$ cat src/rtl/pipeline_ctrl_pkg.sv
// rtl/pipeline_ctrl_pkg.sv - shared types and constants for the pipeline stall controller
package pipeline_ctrl_pkg;

    // Memory-stall sequencer states
    typedef enum logic [1:0] {
        IDLE   = 2'd0,
        MISS   = 2'd1,
        RESUME = 2'd2
    } stall_state_t;

    // result_src encoding that marks a load in the execute stage
    localparam logic [2:0] RESULT_SRC_LOAD = 3'b001;

endpackage

$ cat src/rtl/sat_counter.sv
// rtl/sat_counter.sv - saturating up-counter with asynchronous active-low clear
module sat_counter #(
    parameter int WIDTH = 32
) (
    input  logic             i_clk,
    input  logic             i_arst_n,
    input  logic             i_en,
    output logic [WIDTH-1:0] o_count
);

    // Count enabled cycles, holding at all-ones instead of wrapping
    always_ff @(posedge i_clk or negedge i_arst_n) begin
        if (!i_arst_n) begin
            o_count <= '0;
        end else if (i_en && (o_count != '1)) begin
            o_count <= o_count + WIDTH'(1);
        end
    end

endmodule

$ cat src/rtl/pipeline_stall_ctrl.sv
// rtl/pipeline_stall_ctrl.sv - stall/flush control for cache misses, load-use hazards and taken branches
module pipeline_stall_ctrl #(
    parameter int         REG_ADDR_W      = 5,
    parameter int         CNT_W           = 32,
    parameter logic [2:0] RESULT_SRC_LOAD = pipeline_ctrl_pkg::RESULT_SRC_LOAD
) (
    input  logic                  i_clk,
    input  logic                  i_arst_n,
    input  logic                  i_mem_access_m,
    input  logic                  i_cache_hit,
    input  logic                  i_cache_done,
    input  logic [REG_ADDR_W-1:0] i_rs1_addr_d,
    input  logic [REG_ADDR_W-1:0] i_rs2_addr_d,
    input  logic [REG_ADDR_W-1:0] i_rd_addr_e,
    input  logic [2:0]            i_result_src_e,
    input  logic                  i_branch_taken_e,
    output logic                  o_stall_f,
    output logic                  o_stall_d,
    output logic                  o_stall_e,
    output logic                  o_stall_mem,
    output logic                  o_flush_d,
    output logic                  o_flush_e,
    output logic [CNT_W-1:0]      o_miss_cnt,
    output logic [CNT_W-1:0]      o_stall_cyc_cnt
);

    import pipeline_ctrl_pkg::*;

    stall_state_t state;
    logic         miss_detect;
    logic         stall_mem_raw;
    logic         load_use;

    // A miss is only recognised from IDLE; in MISS/RESUME the stall is already held
    assign miss_detect   = (state == IDLE) && i_mem_access_m && !i_cache_hit;
    assign stall_mem_raw = (state != IDLE) || miss_detect;

    assign load_use = (i_result_src_e == RESULT_SRC_LOAD) &&
                      (i_rd_addr_e != '0) &&
                      ((i_rd_addr_e == i_rs1_addr_d) || (i_rd_addr_e == i_rs2_addr_d));

    // Miss sequencer: wait in MISS for the refill pulse, then one RESUME cycle
    always_ff @(posedge i_clk or negedge i_arst_n) begin
        if (!i_arst_n) begin
            state <= IDLE;
        end else begin
            case (state)
                IDLE:    if (miss_detect) state <= MISS;
                MISS:    if (i_cache_done) state <= RESUME;
                RESUME:  state <= IDLE;
                default: state <= IDLE;
            endcase
        end
    end

    // Priority: reset forces quiet, memory stall freezes everything, branch beats load-use
    always_comb begin
        o_stall_f   = 1'b0;
        o_stall_d   = 1'b0;
        o_stall_e   = 1'b0;
        o_stall_mem = 1'b0;
        o_flush_d   = 1'b0;
        o_flush_e   = 1'b0;
        if (!i_arst_n) begin
            o_stall_mem = 1'b0;
        end else if (stall_mem_raw) begin
            o_stall_f   = 1'b1;
            o_stall_d   = 1'b1;
            o_stall_e   = 1'b1;
            o_stall_mem = 1'b1;
        end else if (i_branch_taken_e) begin
            o_flush_d = 1'b1;
            o_flush_e = 1'b1;
        end else if (load_use) begin
            o_stall_f = 1'b1;
            o_stall_d = 1'b1;
            o_flush_e = 1'b1;
        end
    end

    sat_counter #(.WIDTH(CNT_W)) u_miss_cnt (
        .i_clk    (i_clk),
        .i_arst_n (i_arst_n),
        .i_en     (miss_detect),
        .o_count  (o_miss_cnt)
    );

    sat_counter #(.WIDTH(CNT_W)) u_stall_cyc_cnt (
        .i_clk    (i_clk),
        .i_arst_n (i_arst_n),
        .i_en     (o_stall_mem),
        .o_count  (o_stall_cyc_cnt)
    );

endmodule

$ cat config.mk
export PLATFORM = sky130hd
export DESIGN_NAME = pipeline_stall_ctrl
export DESIGN_NICKNAME = d
export VERILOG_FILES = /design/src/rtl/pipeline_ctrl_pkg.sv /design/src/rtl/sat_counter.sv /design/src/rtl/pipeline_stall_ctrl.sv
export SDC_FILE = /design/constraint.sdc
export NUM_CORES = 1
export LEC_CHECK = 0
export CORE_ASPECT_RATIO = 0.6
export CORE_MARGIN = 5
export CORE_UTILIZATION = 49
export DETAILED_ROUTE_END_ITERATION = 6
export GPL_TIMING_DRIVEN = 0
export HOLD_SLACK_MARGIN = 0.06
export PLACE_DENSITY_LB_ADDON = 0.08
export SLEW_MARGIN = 10
export SYNTH_ARGS = -nofsm -noshare
export SYNTH_HDL_FRONTEND = slang
export SYNTH_HIERARCHICAL = 1
export SYNTH_SLANG_ARGS = --single-unit
$ cat constraint.sdc
create_clock -name i_clk -period 2.5 [get_ports i_clk]
set_input_delay 0.5 -clock i_clk [delete_from_list [all_inputs] [get_ports i_clk]]
set_output_delay 0.5 -clock i_clk [all_outputs]
set_load 0.05 [all_outputs]
* Word-level counts from Yosys, hierarchy flattened
Index checks and enable logic that the tools add are counted.
** Word-level totals
- Word-level logic and storage cells :: 41
- Register bits after elaboration :: 66
- Input bits :: 24
** Operators by class
- Equality and inequality tests :: 8
- Muxes and demuxes :: 15
- Reduce and logical (&&, ||, !) cells :: 13
- $add $sub $neg :: 2
** Operators with widths (count)
- $add 32x1->32 const B :: 2
- $ne 32x32->1 const B :: 2
- $mux 1 :: 12
- $eq 5x5->1 :: 2
- $logic_and 1x1->1 :: 6
- $reduce_bool 5->1 :: 1
- $mux 2 :: 2
- $ne 2x2->1 const B :: 2
- $pmux 2 s2 :: 1
- $eq 3x1->1 const B :: 1
- $eq 2x1->1 const B :: 1
- $logic_not 2->1 :: 1
- $logic_or 1x1->1 :: 2
- $reduce_and 2->1 :: 1
- $reduce_bool 2->1 :: 1
- $logic_not 1->1 :: 1

* Depth between registers and ports, before layout
- Depth in word-level cells :: 7
- Depth in mapped cells :: 9

* Hierarchy
Netlist, hierarchy kept.
** By module, submodules not included
- sat_counter :: times used 2, seq. area each 800.8 um^2, cells an instance 151, area an instance 1624.1 um^2
- pipeline_stall_ctrl :: times used 1, seq. area each 50.0 um^2, cells an instance 36, area an instance 291.5 um^2

* Worst setup path after synthesis
Ideal clock, no wire load.
- Path type :: input port to output port
- Start :: input port i_rd_addr_e[2]
- End :: output port o_stall_f
- Required time :: 2.000 ns
- Buffers on the path :: 1
- Stages :: 5
- Arrival :: 2.626 ns
- Slack :: -0.626 ns
- Path through :: xor2_1 -> nor3_2 -> a22oi_1 -> o32ai_1 -> buf_4
** On the way
- Cells in the longest elaborated chain, start to end :: 7
- Elaborated cells on any way between the ends :: 10
** Ends and longest elaborated chain
- start: declaration :: line pipeline_stall_ctrl.sv:14 : input logic [REG_ADDR_W-1:0] i_rd_addr_e,
- $eq 5x5->1 or $reduce_bool 5->1 (tied branches) :: line pipeline_stall_ctrl.sv:40, pipeline_stall_ctrl.sv:39
- $logic_or 1x1->1 or $logic_and 1x1->1 (tied branches) :: line pipeline_stall_ctrl.sv:40, pipeline_stall_ctrl.sv:38
- $logic_and 1x1->1 (*) :: line pipeline_stall_ctrl.sv:39 : (i_rd_addr_e != '0) &&
- $mux 1 (*) (4 in series)
- end: declaration :: line pipeline_stall_ctrl.sv:17 : output logic o_stall_f,
Every way passes the cells marked *; elsewhere a longest branch is shown, timed or not.

* Worst setup path after layout
- Start :: input port i_result_src_e[2]
- End :: output port o_stall_f
** On the way
- Cells in the longest elaborated chain, start to end :: 7
** Ends and longest elaborated chain
- start: declaration :: line pipeline_stall_ctrl.sv:15 : input logic [2:0] i_result_src_e,
- $eq 3x1->1 :: line pipeline_stall_ctrl.sv:38 : assign load_use = (i_result_src_e == RESULT_SRC_LOAD) &&
- $logic_and 1x1->1 :: line pipeline_stall_ctrl.sv:38
- $logic_and 1x1->1 :: line pipeline_stall_ctrl.sv:39
- $mux 1 :: line pipeline_stall_ctrl.sv:74 : end else if (load_use) begin
- $mux 1 :: line pipeline_stall_ctrl.sv:71 : end else if (i_branch_taken_e) begin
- $mux 1 :: line pipeline_stall_ctrl.sv:66 : end else if (stall_mem_raw) begin
- $mux 1 :: line pipeline_stall_ctrl.sv:64 : if (!i_arst_n) begin
No other way between the ends.

==> impl_metrics.csv <==
group,metric,value,unit
clock_tree,cts-buffers-inserted,9,
worst_setup_path,critical_path.max_fanout,2,
floorplanning,die_h,75.8,um
clock_tree,cts.clk_slew.worst_paths,60,ps
routing,dr.first_iter.drc_count,269,
routing,route.final.wire_length,9850,um
sta,worst_pin_slew,848,ps
logic_synthesis,synthesis.area,3540,um^2
floorplanning,pin_count,94,
placement,portBuffers,93,
logic_synthesis,synth_simple_gate_area_share,0.290,
layout,final_core_utilization,0.707,
sta,grt_setup_unrepaired,"true",
grt,first_pass_grt_wire_length,16200,um
logic_synthesis,ys_ff_latch,66,
logic_synthesis,post_synth_mux_area_share,0.0127,
logic_synthesis,ys_warn_count,6,
logic_synthesis,combinational_family_with_the_most_area_after_synthesis,"simple AND/OR/NAND/NOR gates",
sta,timing.final.crit_share,0.980,
worst_setup_path,cpMaxStageDelayCell,"clkdlybuf4s50_1",
layout,layoutNonFillerInstCount,542,
power,power-per-cell-area,683,nW/um^2
floorplanning,die_width,120,um
logic_synthesis,ys.flop_type,"dfrtp_1",
worst_setup_path,critPathMaxStageDelay,440,ps
sta,timing.final.ws_setup,49.4,ps
clock_tree,tritoncts_num_sinks,66,
grt,grt_start_max_net_pins,26,
grt,vias_in_the_first_global_route,3097,
routing,drtAntennaViolNets,0,
sta,final_count_of_hold_timing_violations,0,
placement,gp_routability_congestion,0.857,
clock_tree,clock_tree_from_tritoncts,"yes",
routing,via_density_per_instance,5.76,
power,power.total,3.45,mW
routing,drt_first_pass_iters,5,
floorplanning,initial_utilization,0.495,
run_status,run_status,"finished clean",
worst_setup_path,path_delay_family,"buffers and inverters",
logic_synthesis,yosys.area_share.adder,0.00707,
hold_path,hold_path.class,"in2async",
worst_setup_path,setup.worst_path.class,"in2out",
sta,slew_headroom,0.433,
layout,flow.area_growth_from_synthesis,42.8,%
logic_synthesis,synth-xor-area-share,0.168,
clock_tree,insertion_delay,330,ps
layout,antenna_cells,0,
logic_synthesis,synth-seq-area-share,0.467,
grt,grt_overall_usage,0.230,
sta,timing.final.max_slew_violations,0,
logic_synthesis,mappedNetlistNets,364,
grt,number_of_antenna_violations_at_the_first_check_in_global_routing,0,
placement,pre_cts_ws,-912,ps
logic_synthesis,synth_cells,338,
floorplanning,placeableCoreArea,7150,um^2
clock_tree,cts.path.max_buffers,2,
worst_setup_path,cp_num_buf_inv,3,
sta,fmax,408,MHz
floorplanning,die_area,9080,um^2
layout,num-nets-final,472,
placement,hpwlAfterDp,7080,um
power,vdd_drop_max,0.602,mV
sta,shortest_clock_period_the_worst_path_allows_after_layout,2450,ps
worst_setup_path,crit_path_cell_trace,"clkdlybuf4s50_1, nor4b_4, o21ai_4, o32ai_4, buf_4, buf_8",
floorplanning,core.rowCount,24,
routing,dr_total_vias,3123,
logic_synthesis,netlist-cell-type-count,42,
run,max_capacitance_violation_count,0,
placement,inst_count_dp,523,
worst_setup_path,timing.critical_path.from_type,"primary input",
logic_synthesis,synth-edff-count,0,
routing,post_drt_wl_per_cell,18.2,um
worst_setup_path,timing.critical_path.required,2000,ps
sta,clock-skew-final,4.92,ps
clock_tree,cts.htree.levels,3,
worst_setup_path,cp-end-kind,"output port",
sta,tns,0,ps
logic_synthesis,asyncSetResetFlopFracSynth,1.00,
routing,remaining_drc_errors,0,
layout,layout-drive-gt1-share,0.149,
grt,grt_overflow,0,
clock_tree,ctsRootBufferMaster,"clkbuf_16",
sta,final_setup_viols,0,
logic_synthesis,post_synth.cell_area_avg,10.5,um^2
logic_synthesis,synth_compound_gate_area_share,0.0389,
worst_setup_path,critical_path_arrival,1950,ps
power,power.leakage,2.10,nW
==> layout by cell type, fill, tap and decap left out, types with 3 or more instances in the layout <==
cell,synthesis,layout
clkdlybuf4s50_1,0,76
a21oi_1,4,4
nand2_1,33,33
nor3_1,8,6
xor2_1,20,20
dfrtp_1,66,66
buf_4,2,3
clkbuf_16,0,9
and3_1,4,4
o211ai_1,4,4
nor3_2,5,6
nand3_1,31,31
dlymetal6s2s_1,0,6
inv_1,3,3
and4_1,8,8
nor2_1,22,21
buf_6,2,3
nor4_1,6,6
xnor2_1,48,48
nand4_1,30,30
or4_4,5,5
dlygate4sd2_1,0,4
==> cell usage after synthesis (all sizes together), types with 2 or more instances <==
cell type   n  area share
dfrtp      66        0.47
xnor2      48        0.12
nand2      35       0.039
nand3      33       0.049
nand4      32       0.060
nor2       22       0.023
xor2       20       0.049
nor3       13       0.025
nor4       10       0.030
and4        8       0.020
or4         5       0.016
a21oi       4      0.0057
and3        4      0.0071
buf         4       0.011
inv         4      0.0042
mux2        4       0.013
o211ai      4      0.0085
o31ai       3       0.014
a31oi       2      0.0035
clkbuf      2      0.0021
ha          2      0.0071
nand3b      2      0.0042
nor2b       2      0.0035
==> flip-flops by register name (all words and copies together) (netlist names) <==
signal                   cells
u_miss_cnt/o_count          32
u_stall_cyc_cnt/o_count     32
state                        2
==> timing repair <==
item | in CTS | in global routing
pin swaps | 1 | 5
hold buffers | 1 | 0
hold endpoints to repair | 18 | 0
setup endpoints to repair | 21 | 14
resized for setup | 40 | 18
gates cloned | 1 | 0
buffers inserted | 0 | 1
==> area by class of cell <==
type                       count  area, um^2
buffer                         6        47.5
clock buffer                  10         239
clock inverter                 6        65.1
fill                         550        2090
inverter                       4        15.0
multi-input combinational    262        1900
sequential                    66        1650
tap                           91         114
timing repair buffer          97        1020
==> through the flow <==
stage / area, um^2 / hold WS [ps]
4_1_cts: 5000 / 94.9
2_1_floorplan: 3560 / 204
3_5_place_dp: 4630 / 406
5_1_grt: 5050 / 106
6_report: 5050 / 101
3_3_place_gp: 4600 / 486
==> cells by family after synthesis <==
group,after synthesis
flip-flops,66
AND/OR/NAND/NOR,172
XOR/XNOR,68
AO/OA/AOI/OAI,16
buffers and inverters,10
adder cells (fa/ha/maj),2
multiplexers,4
==> where the power goes <==
part / internal (mW) / switching [mW]
registers: 1.16 / 0.147
clock network: 0.800 / 0.467
logic: 0.322 / 0.558
==> path summary, 6_finish.rpt <==
| path | from | end | slack (ps) | cells after the start |
|---|---|---|---|---|
| setup / recovery | i_result_src_e[2] | o_stall_f | 50 | 6 |
| setup reg to reg | u_miss_cnt/o_count[4] | u_miss_cnt/o_count[10] | 170 | 6 |
| min in group i_clk | u_miss_cnt/o_count[31] | u_miss_cnt/o_count[31] | 500 | 1 |
| hold reg to reg | u_miss_cnt/o_count[31] | u_miss_cnt/o_count[31] | 500 | 1 |
| max in group asynchronous | i_arst_n | u_stall_cyc_cnt/o_count[30] | 1130 | 2 |
| hold / removal | i_arst_n | u_miss_cnt/o_count[8] | 100 | 2 |
==> layer usage <==
metal / vias up / part of all wire / track usage / routed length, um
li1: 1446 / - / - / -
met2: 160 / 0.41 / 0.324 / 4070
met4: 0 / 0.010 / 0.0622 / 103
met3: 9 / 0.11 / 0.0772 / 1050
met5: - / 0 / 0 / 0
met1: 1508 / 0.47 / 0.339 / 4620
==> worst reg2reg max path, cell delays in order (launching register included) <==
cell and delay (ps):
dfrtp_1 440, nand3_2 190, nor4_1 750, nand4_1 390
buf_6 260, nand4_1 100, xnor2_1 110
(Power assumes the default switching activity.)
